**src/rtl/instruction_struct_pkg.sv**
```systemverilog
// -----------------------------------------------------------------------------
// InstructionStruct
//   Types shared between the instruction/data path blocks and the memory
//   port arbiter.
//     read_t      : memory read strobe encoding
//     write_t     : memory write strobe encoding
//     mem_owner_t : which requester currently owns the memory port
//     arb_state_t : memory port arbiter FSM states
// -----------------------------------------------------------------------------
package InstructionStruct;

    typedef enum logic {
        read_off = 1'b0,
        read_on  = 1'b1
    } read_t;

    typedef enum logic {
        write_off = 1'b0,
        write_on  = 1'b1
    } write_t;

    typedef enum logic [1:0] {
        own_none  = 2'd0,
        own_fetch = 2'd1,
        own_data  = 2'd2,
        own_str   = 2'd3
    } mem_owner_t;

    typedef enum logic [1:0] {
        ARB_IDLE = 2'd0,
        ARB_BUSY = 2'd1,
        ARB_RESP = 2'd2
    } arb_state_t;

endpackage

```
**src/rtl/mem_port_arbiter.sv**
```systemverilog
// -----------------------------------------------------------------------------
// mem_port_arbiter
//   Shares one single-transaction memory port between three requesters:
//   instruction fetch, data load/store and the display string reader.
//   Fixed priority data > string > fetch, with a starvation override that
//   forces a fetch grant after STARVE_MAX consecutive non-fetch grants while
//   fetch is pending. A BUSY watchdog aborts a transaction after TIMEOUT_CYC
//   cycles without mem_ready and reports it with an err pulse instead of ack.
//
// Ports
//   clk, rst                  : clock, synchronous active-high reset
//   f_req, f_addr             : fetch read request
//   d_req, d_we, d_addr,
//   d_wdata                   : data read (d_we=0) or write (d_we=1) request
//   s_req, s_addr             : string reader read request
//   f_ack, d_ack, s_ack       : one-cycle completion pulses
//   rdata                     : last completed read data (shared)
//   err                       : one-cycle timeout pulse
//   owner                     : current owner (mem_owner_t), own_none in IDLE
//   mem_addr, mem_read,
//   mem_write, mem_wdata      : memory request side
//   mem_rdata, mem_ready      : memory response side
// -----------------------------------------------------------------------------
module mem_port_arbiter
    import InstructionStruct::*;
#(
    parameter int ADDR_W      = 32,
    parameter int DATA_W      = 32,
    parameter int TIMEOUT_CYC = 255,
    parameter int STARVE_MAX  = 4
) (
    input  logic              clk,
    input  logic              rst,

    input  logic              f_req,
    input  logic [ADDR_W-1:0] f_addr,

    input  logic              d_req,
    input  logic              d_we,
    input  logic [ADDR_W-1:0] d_addr,
    input  logic [DATA_W-1:0] d_wdata,

    input  logic              s_req,
    input  logic [ADDR_W-1:0] s_addr,

    output logic              f_ack,
    output logic              d_ack,
    output logic              s_ack,
    output logic [DATA_W-1:0] rdata,
    output logic              err,
    output logic [1:0]        owner,

    output logic [ADDR_W-1:0] mem_addr,
    output logic              mem_read,
    output logic              mem_write,
    output logic [DATA_W-1:0] mem_wdata,
    input  logic [DATA_W-1:0] mem_rdata,
    input  logic              mem_ready
);

    localparam int STARVE_W = $clog2(STARVE_MAX + 1);
    localparam int TMO_W    = $clog2(TIMEOUT_CYC + 1);

    localparam logic [STARVE_W-1:0] STARVE_LIMIT = STARVE_W'(STARVE_MAX);
    localparam logic [TMO_W-1:0]    TMO_LAST     = TMO_W'(TIMEOUT_CYC - 1);

    arb_state_t          state_q,  state_d;
    mem_owner_t          owner_q,  owner_d;
    logic [ADDR_W-1:0]   addr_q,   addr_d;
    logic [DATA_W-1:0]   wdata_q,  wdata_d;
    logic                we_q,     we_d;
    logic [DATA_W-1:0]   rdata_q,  rdata_d;
    logic [STARVE_W-1:0] starve_q, starve_d;
    logic [TMO_W-1:0]    tmo_q,    tmo_d;
    logic                err_q,    err_d;

    read_t               read_strobe;
    write_t              write_strobe;
    logic [2:0]          ack_vec;

    // -------------------------------------------------------------------------
    // State register
    // -------------------------------------------------------------------------
    always_ff @(posedge clk) begin
        if (rst) begin
            state_q  <= ARB_IDLE;
            owner_q  <= own_none;
            addr_q   <= '0;
            wdata_q  <= '0;
            we_q     <= 1'b0;
            rdata_q  <= '0;
            starve_q <= '0;
            tmo_q    <= '0;
            err_q    <= 1'b0;
        end else begin
            state_q  <= state_d;
            owner_q  <= owner_d;
            addr_q   <= addr_d;
            wdata_q  <= wdata_d;
            we_q     <= we_d;
            rdata_q  <= rdata_d;
            starve_q <= starve_d;
            tmo_q    <= tmo_d;
            err_q    <= err_d;
        end
    end

    // -------------------------------------------------------------------------
    // Next-state logic
    // -------------------------------------------------------------------------
    always_comb begin
        state_d  = state_q;
        owner_d  = owner_q;
        addr_d   = addr_q;
        wdata_d  = wdata_q;
        we_d     = we_q;
        rdata_d  = rdata_q;
        starve_d = starve_q;
        tmo_d    = tmo_q;
        err_d    = err_q;

        case (state_q)
            ARB_IDLE: begin
                tmo_d = '0;
                err_d = 1'b0;
                if (!f_req) begin
                    starve_d = '0;
                end

                if (f_req && (starve_q == STARVE_LIMIT)) begin
                    // Starvation override beats any data/string request.
                    state_d  = ARB_BUSY;
                    owner_d  = own_fetch;
                    addr_d   = f_addr;
                    wdata_d  = '0;
                    we_d     = 1'b0;
                    starve_d = '0;
                end else if (d_req) begin
                    state_d = ARB_BUSY;
                    owner_d = own_data;
                    addr_d  = d_addr;
                    wdata_d = d_wdata;
                    we_d    = d_we;
                    if (f_req && (starve_q != STARVE_LIMIT)) begin
                        starve_d = starve_q + 1'b1;
                    end
                end else if (s_req) begin
                    state_d = ARB_BUSY;
                    owner_d = own_str;
                    addr_d  = s_addr;
                    wdata_d = '0;
                    we_d    = 1'b0;
                    if (f_req && (starve_q != STARVE_LIMIT)) begin
                        starve_d = starve_q + 1'b1;
                    end
                end else if (f_req) begin
                    state_d  = ARB_BUSY;
                    owner_d  = own_fetch;
                    addr_d   = f_addr;
                    wdata_d  = '0;
                    we_d     = 1'b0;
                    starve_d = '0;
                end
            end

            ARB_BUSY: begin
                if (mem_ready) begin
                    if (!we_q) begin
                        rdata_d = mem_rdata;
                    end
                    state_d = ARB_RESP;
                end else if (tmo_q == TMO_LAST) begin
                    // This was the TIMEOUT_CYC-th strobe cycle: abort.
                    err_d   = 1'b1;
                    state_d = ARB_RESP;
                end else begin
                    tmo_d = tmo_q + 1'b1;
                end
            end

            ARB_RESP: begin
                state_d = ARB_IDLE;
            end

            default: begin
                state_d = ARB_IDLE;
            end
        endcase
    end

    // -------------------------------------------------------------------------
    // Outputs
    // -------------------------------------------------------------------------
    assign read_strobe  = (state_q == ARB_BUSY && !we_q) ? read_on  : read_off;
    assign write_strobe = (state_q == ARB_BUSY &&  we_q) ? write_on : write_off;

    assign mem_read  = read_strobe;
    assign mem_write = write_strobe;
    assign mem_addr  = addr_q;
    assign mem_wdata = wdata_q;
    assign rdata     = rdata_q;
    assign owner     = (state_q == ARB_IDLE) ? own_none : owner_q;
    assign err       = (state_q == ARB_RESP) && err_q;

    // ack_vec[0] = fetch (owner 1), [1] = data (owner 2), [2] = string (owner 3)
    genvar gi;
    generate
        for (gi = 0; gi < 3; gi++) begin : g_ack
            assign ack_vec[gi] = (state_q == ARB_RESP) && !err_q &&
                                 (owner_q == mem_owner_t'(gi + 1));
        end
    endgenerate

    assign f_ack = ack_vec[0];
    assign d_ack = ack_vec[1];
    assign s_ack = ack_vec[2];

endmodule

```
**config.mk**
```make
export PLATFORM = sky130hd
export DESIGN_NAME = mem_port_arbiter
export DESIGN_NICKNAME = d
export VERILOG_FILES = /design/src/rtl/instruction_struct_pkg.sv /design/src/rtl/mem_port_arbiter.sv
export SDC_FILE = /design/constraint.sdc
export NUM_CORES = 1
export LEC_CHECK = 0
export ABC_AREA = 1
export CELL_PAD_IN_SITES_DETAIL_PLACEMENT = 1
export CELL_PAD_IN_SITES_GLOBAL_PLACEMENT = 1
export CORE_MARGIN = 10
export CORE_UTILIZATION = 24
export DETAILED_ROUTE_END_ITERATION = 8
export PLACE_DENSITY = 0.77
export RECOVER_POWER = 100
export SLEW_MARGIN = 10
export SYNTH_ARGS = -nofsm -noshare
export SYNTH_HDL_FRONTEND = slang
export SYNTH_SLANG_ARGS = --single-unit
```
**constraint.sdc**
```tcl
create_clock -name clk -period 1.4 [get_ports clk]
set_input_delay 0.28 -clock clk [delete_from_list [all_inputs] [get_ports clk]]
set_output_delay 0.28 -clock clk [all_outputs]
set_load 0.1 [all_outputs]
```
==> implementation parameters <==
Parameter                              Value

Run status
  Status    finished with violations
  Violations in the final reports    setup timing

Worst setup path
  Critical path, cell by cell    inv_2 -> ha_4 -> nand3_4 -> clkbuf_2 -> nand2_8 -> nor2_8 -> buf_6 -> buf_16 -> nand2_4 -> a21oi_2
  Sort of element at the end of the critical path    flip-flop
  Arrival time of data at the critical path endpoint    1.98 ns
  Crit-path max cell delay    0.33 ns
  Endpoint of the worst register-to-register path    mem_wdata[23]$_SDFFE_PP0P_
  Data required time of the worst path    1.74 ns
  Worst setup path category    reg2reg
  Critical path's slowest cell    sky130_fd_sc_hd__dfxtp_2
  Setup slack, reg-to-reg    -0.24 ns
  Nature of the critical path startpoint    flip-flop
  Worst reg2reg startpoint    starve_q[0]$_SDFFE_PP0P_
  Start point of the critical path    starve_q[0]$_SDFFE_PP0P_
  Logic depth of the worst register-to-register path    10
  Delay-heaviest family, CP    buffers and inverters
  Critical path buffers and inverters    4
  Crit Path Max Fanout    6

Timing
  Transition at the pin with the smallest max-transition slack    0.555 ns
  Fmax achieved    0.609 GHz
  Worst slew margin    63.0%
  Portion of the clock cycle consumed by the worst path in the final layout    117%
  Max-slew violation count    0
  Final Hold Vio Count    0
  Fin Setup TNS    -10.82 ns
  Min Clock Period, post-route    1.64 ns
  Endpoints failing setup    82
  Final worst slack    -0.243 ns
  Setup clock skew after layout    0.0111 ns
  RSZ-0062 raised after global routing    yes

Yosys
  Mapped Cells    655
  Dominant register cell in the synthesized netlist    sky130_fd_sc_hd__dfxtp_1
  Area share of the largest cell type after synthesis    46.0%
  Most common cell in the netlist    sky130_fd_sc_hd__nand2_1
  Adder and majority cell fraction of the synthesized area    1.02%
  Share of synthesized flip-flops with an asynchronous set or reset    0%
  Simple-gate portion of the synthesized area    24.0%
  Commonest cells in the synthesized netlist    sky130_fd_sc_hd__nand2_1 (122), sky130_fd_sc_hd__dfxtp_1 (113), sky130_fd_sc_hd__nor2_1 (86)
  Sequential fraction of the synthesis area    46.0%
  Syn_area_per_cell    7.50 um^2
  YS warnings    0
  Number of flip-flops and latches in the synthesized netlist    113
  Combinational family with the most area after synthesis    simple AND/OR/NAND/NOR gates
  Mux contribution to synthesized area    0%
  Xor/xnor cell area share of the yosys netlist    0.178%
  Syn Nets    826
  Most area-hungry cell type in the Yosys netlist    sky130_fd_sc_hd__dfxtp_1
  Synthesized area    4910 um^2
  Number of distinct standard cells referenced by the synthesized netlist    29
  Largest cells by area after synthesis    sky130_fd_sc_hd__dfxtp_1 (46%), sky130_fd_sc_hd__nand2_1 (9.3%), sky130_fd_sc_hd__a21oi_1 (7.5%)
  Share of the synthesized area in compound gates (AO/OA/AOI/OAI)    20.1%
  Count of flip-flops with a built-in enable after synthesis    0

Placement
  Number of input and output port buffers inserted    270
  Pre-CTS setup slack    -0.419 ns
  Inst Count DP    1193
  Weighted congestion reported at the end of routability-driven placement    0.805
  Post-detail-place hpwl    17200 um

Clock tree
  Count of hold buffers inserted by post-cts repair    0
  Clock transition at the registers of the reported paths    0.06 ns
  H-tree level count    4
  Count of clock tree sinks    113
  CTS tree    yes
  Source-to-sink clock delay at the later pin of the worst-skew pair    0.41 ns
  TritonCTS buffer count    17
  Number of buffers between clock root and the deepest sink    2
  Clock Root Buffer    sky130_fd_sc_hd__clkbuf_16

Die
  Starting density of the core    24.4%
  Die height    163 um
  Die extent in x    163 um
  Full die area    26600 um^2
  I/O pin count    271
  Total number of placement rows    52
  Core box area    20200 um^2

Global route
  Number of global-route vias before repair    6349
  Pin count of the biggest net entering global routing    53
  Overall routing resource usage    17.6%
  Wire length of the first global-routing pass    36400 um
  Initial antenna violation count    3
  Total congestion overflow    0

Hold path
  Hold Crit Start    d_wdata[14]
  Instance count along the most critical hold path    3
  Worst min-delay path class    in2reg
  Terminating pin of the worst hold path    mem_wdata[14]$_SDFFE_PP0P_

Routing
  Number of violations reported at the end of detailed-routing iteration 0    204
  Via count of the routed design    5878
  Vias per cell    4.66
  Final routed DRC violation total    0
  First-pass iteration count of the detailed router    4
  Count of antenna-violating nets left after detailed routing    0
  Wire length per cell after detailed routing    20.2 um
  Total Routed Length    25500 um

Pwr
  IR drop worst, VDD    0.000709 V
  P_leak    0.00418 uW
  Total Power Consumption    12800 uW
  Power per cell area    1280 nW/um^2

Finish
  Nets    1146
  Fraction of layout instances using a drive strength above 1    33.8%
  Filler cell count    2303
  Count of placed standard cells in the final layout, fillers left out    1261
  Area added between synthesis and finish    103%

Job
  Reported max-cap violation count    0
[routing by layer]
metal / vias up / share of wire (%) / track usage, %
li1: 2815 / - / -
met3: 32 / 7.2 / 6.64
met1: 2851 / 38 / 18.3
met2: 180 / 53 / 31.9
met4: 0 / 1.9 / 6.19
met5: - / 0 / 0
[tightest hold or removal path, delay by kind of cell]
family,cells,cell delay [ns]
buffers and inverters,1,0.41
AO/OA/AOI/OAI,1,0.04
AND/OR/NAND/NOR,1,0.07
[layout make-up]
type	count	area, um^2	area share (%)
flip-flops and latches	113	2280	22.8
clock inverters	11	104	1.04
inverters	52	200	2.01
clock buffers	21	472	4.72
well taps	270	338	3.38
diodes	3	7.51	0.0752
multi-input cells	447	2770	27.8
repair buffers	344	3820	38.2
[per-stage QoR]
| step | cell area (um^2) | utilization (%) | hold WS [ns] |
|---|---|---|---|
| 6_report | 9980 | 49.5 | 0.434 |
| 5_1_grt | 9980 | 49.5 | 0.441 |
| 4_1_cts | 10600 | 52.5 | 0.407 |
| 3_5_place_dp | 9320 | 46.2 | 0.473 |
| 3_3_place_gp | 9320 | 46.2 | 0.471 |
| 2_1_floorplan | 5010 | - | 0.415 |
[cells in the final DEF, fill, tap and decap left out, types with 34 or more instances in the layout]
master and count:
sky130_fd_sc_hd__nor2_1 78, sky130_fd_sc_hd__buf_6 72, sky130_fd_sc_hd__buf_4 66, sky130_fd_sc_hd__o21ai_0 51
sky130_fd_sc_hd__nand2_1 78, sky130_fd_sc_hd__inv_1 42, sky130_fd_sc_hd__dfxtp_1 106, sky130_fd_sc_hd__a21oi_2 34
sky130_fd_sc_hd__clkdlybuf4s50_1 163, sky130_fd_sc_hd__a21oi_1 40
[sequential cells by signal, indices dropped and copies added (netlist names)]
signal / count
state_q: 2
err_q: 1
we_q: 1
rdata: 32
tmo_q: 8
mem_addr: 32
starve_q: 3
owner_q: 2
mem_wdata: 32
[how the worst max path moves through the flow]
stage	to	slack, ns	cells past startpoint
after CTS	f_ack	-0.25	4
final	mem_wdata[23]$_SDFFE_PP0P_	-0.24	10
after detailed placement	mem_addr[7]$_SDFFE_PP0P_	-0.42	7
after floorplan	f_ack	-0.22	3
after global placement	mem_addr[6]$_SDFFE_PP0P_	-0.36	6
after global routing	f_ack	-0.31	4
[cells by family (layout without fill, tap and decap cells)]
group           count (synthesis)  after routing
simple gates                  264            264
compound gates                178            178
flops                         113            113
buf+inv                        95            428
fa+ha+maj                       4              4
xor+xnor                        1              1
other cells                     0              3
[timing repair]
action                                  4_1_cts  5_1_grt
buffers inserted                             19        9
resized for setup                            75      128
hold endpoints to repair                      0        0
pin swaps                                    28       51
endpoints found under the setup margin       87      116
gates cloned                                 10        7
[where the power goes]
group / total, uW / internal, uW / switching (uW) / leakage [uW]
Sequential: 3720 / 3510 / 208 / 0.000932
Clock: 4240 / 2600 / 1640 / 0.000267
Combinational: 4830 / 1660 / 3180 / 0.00298
Total: 12800 / 7760 / 5020 / 0.00418
Note: power is estimated with default switching activity, not from simulation.
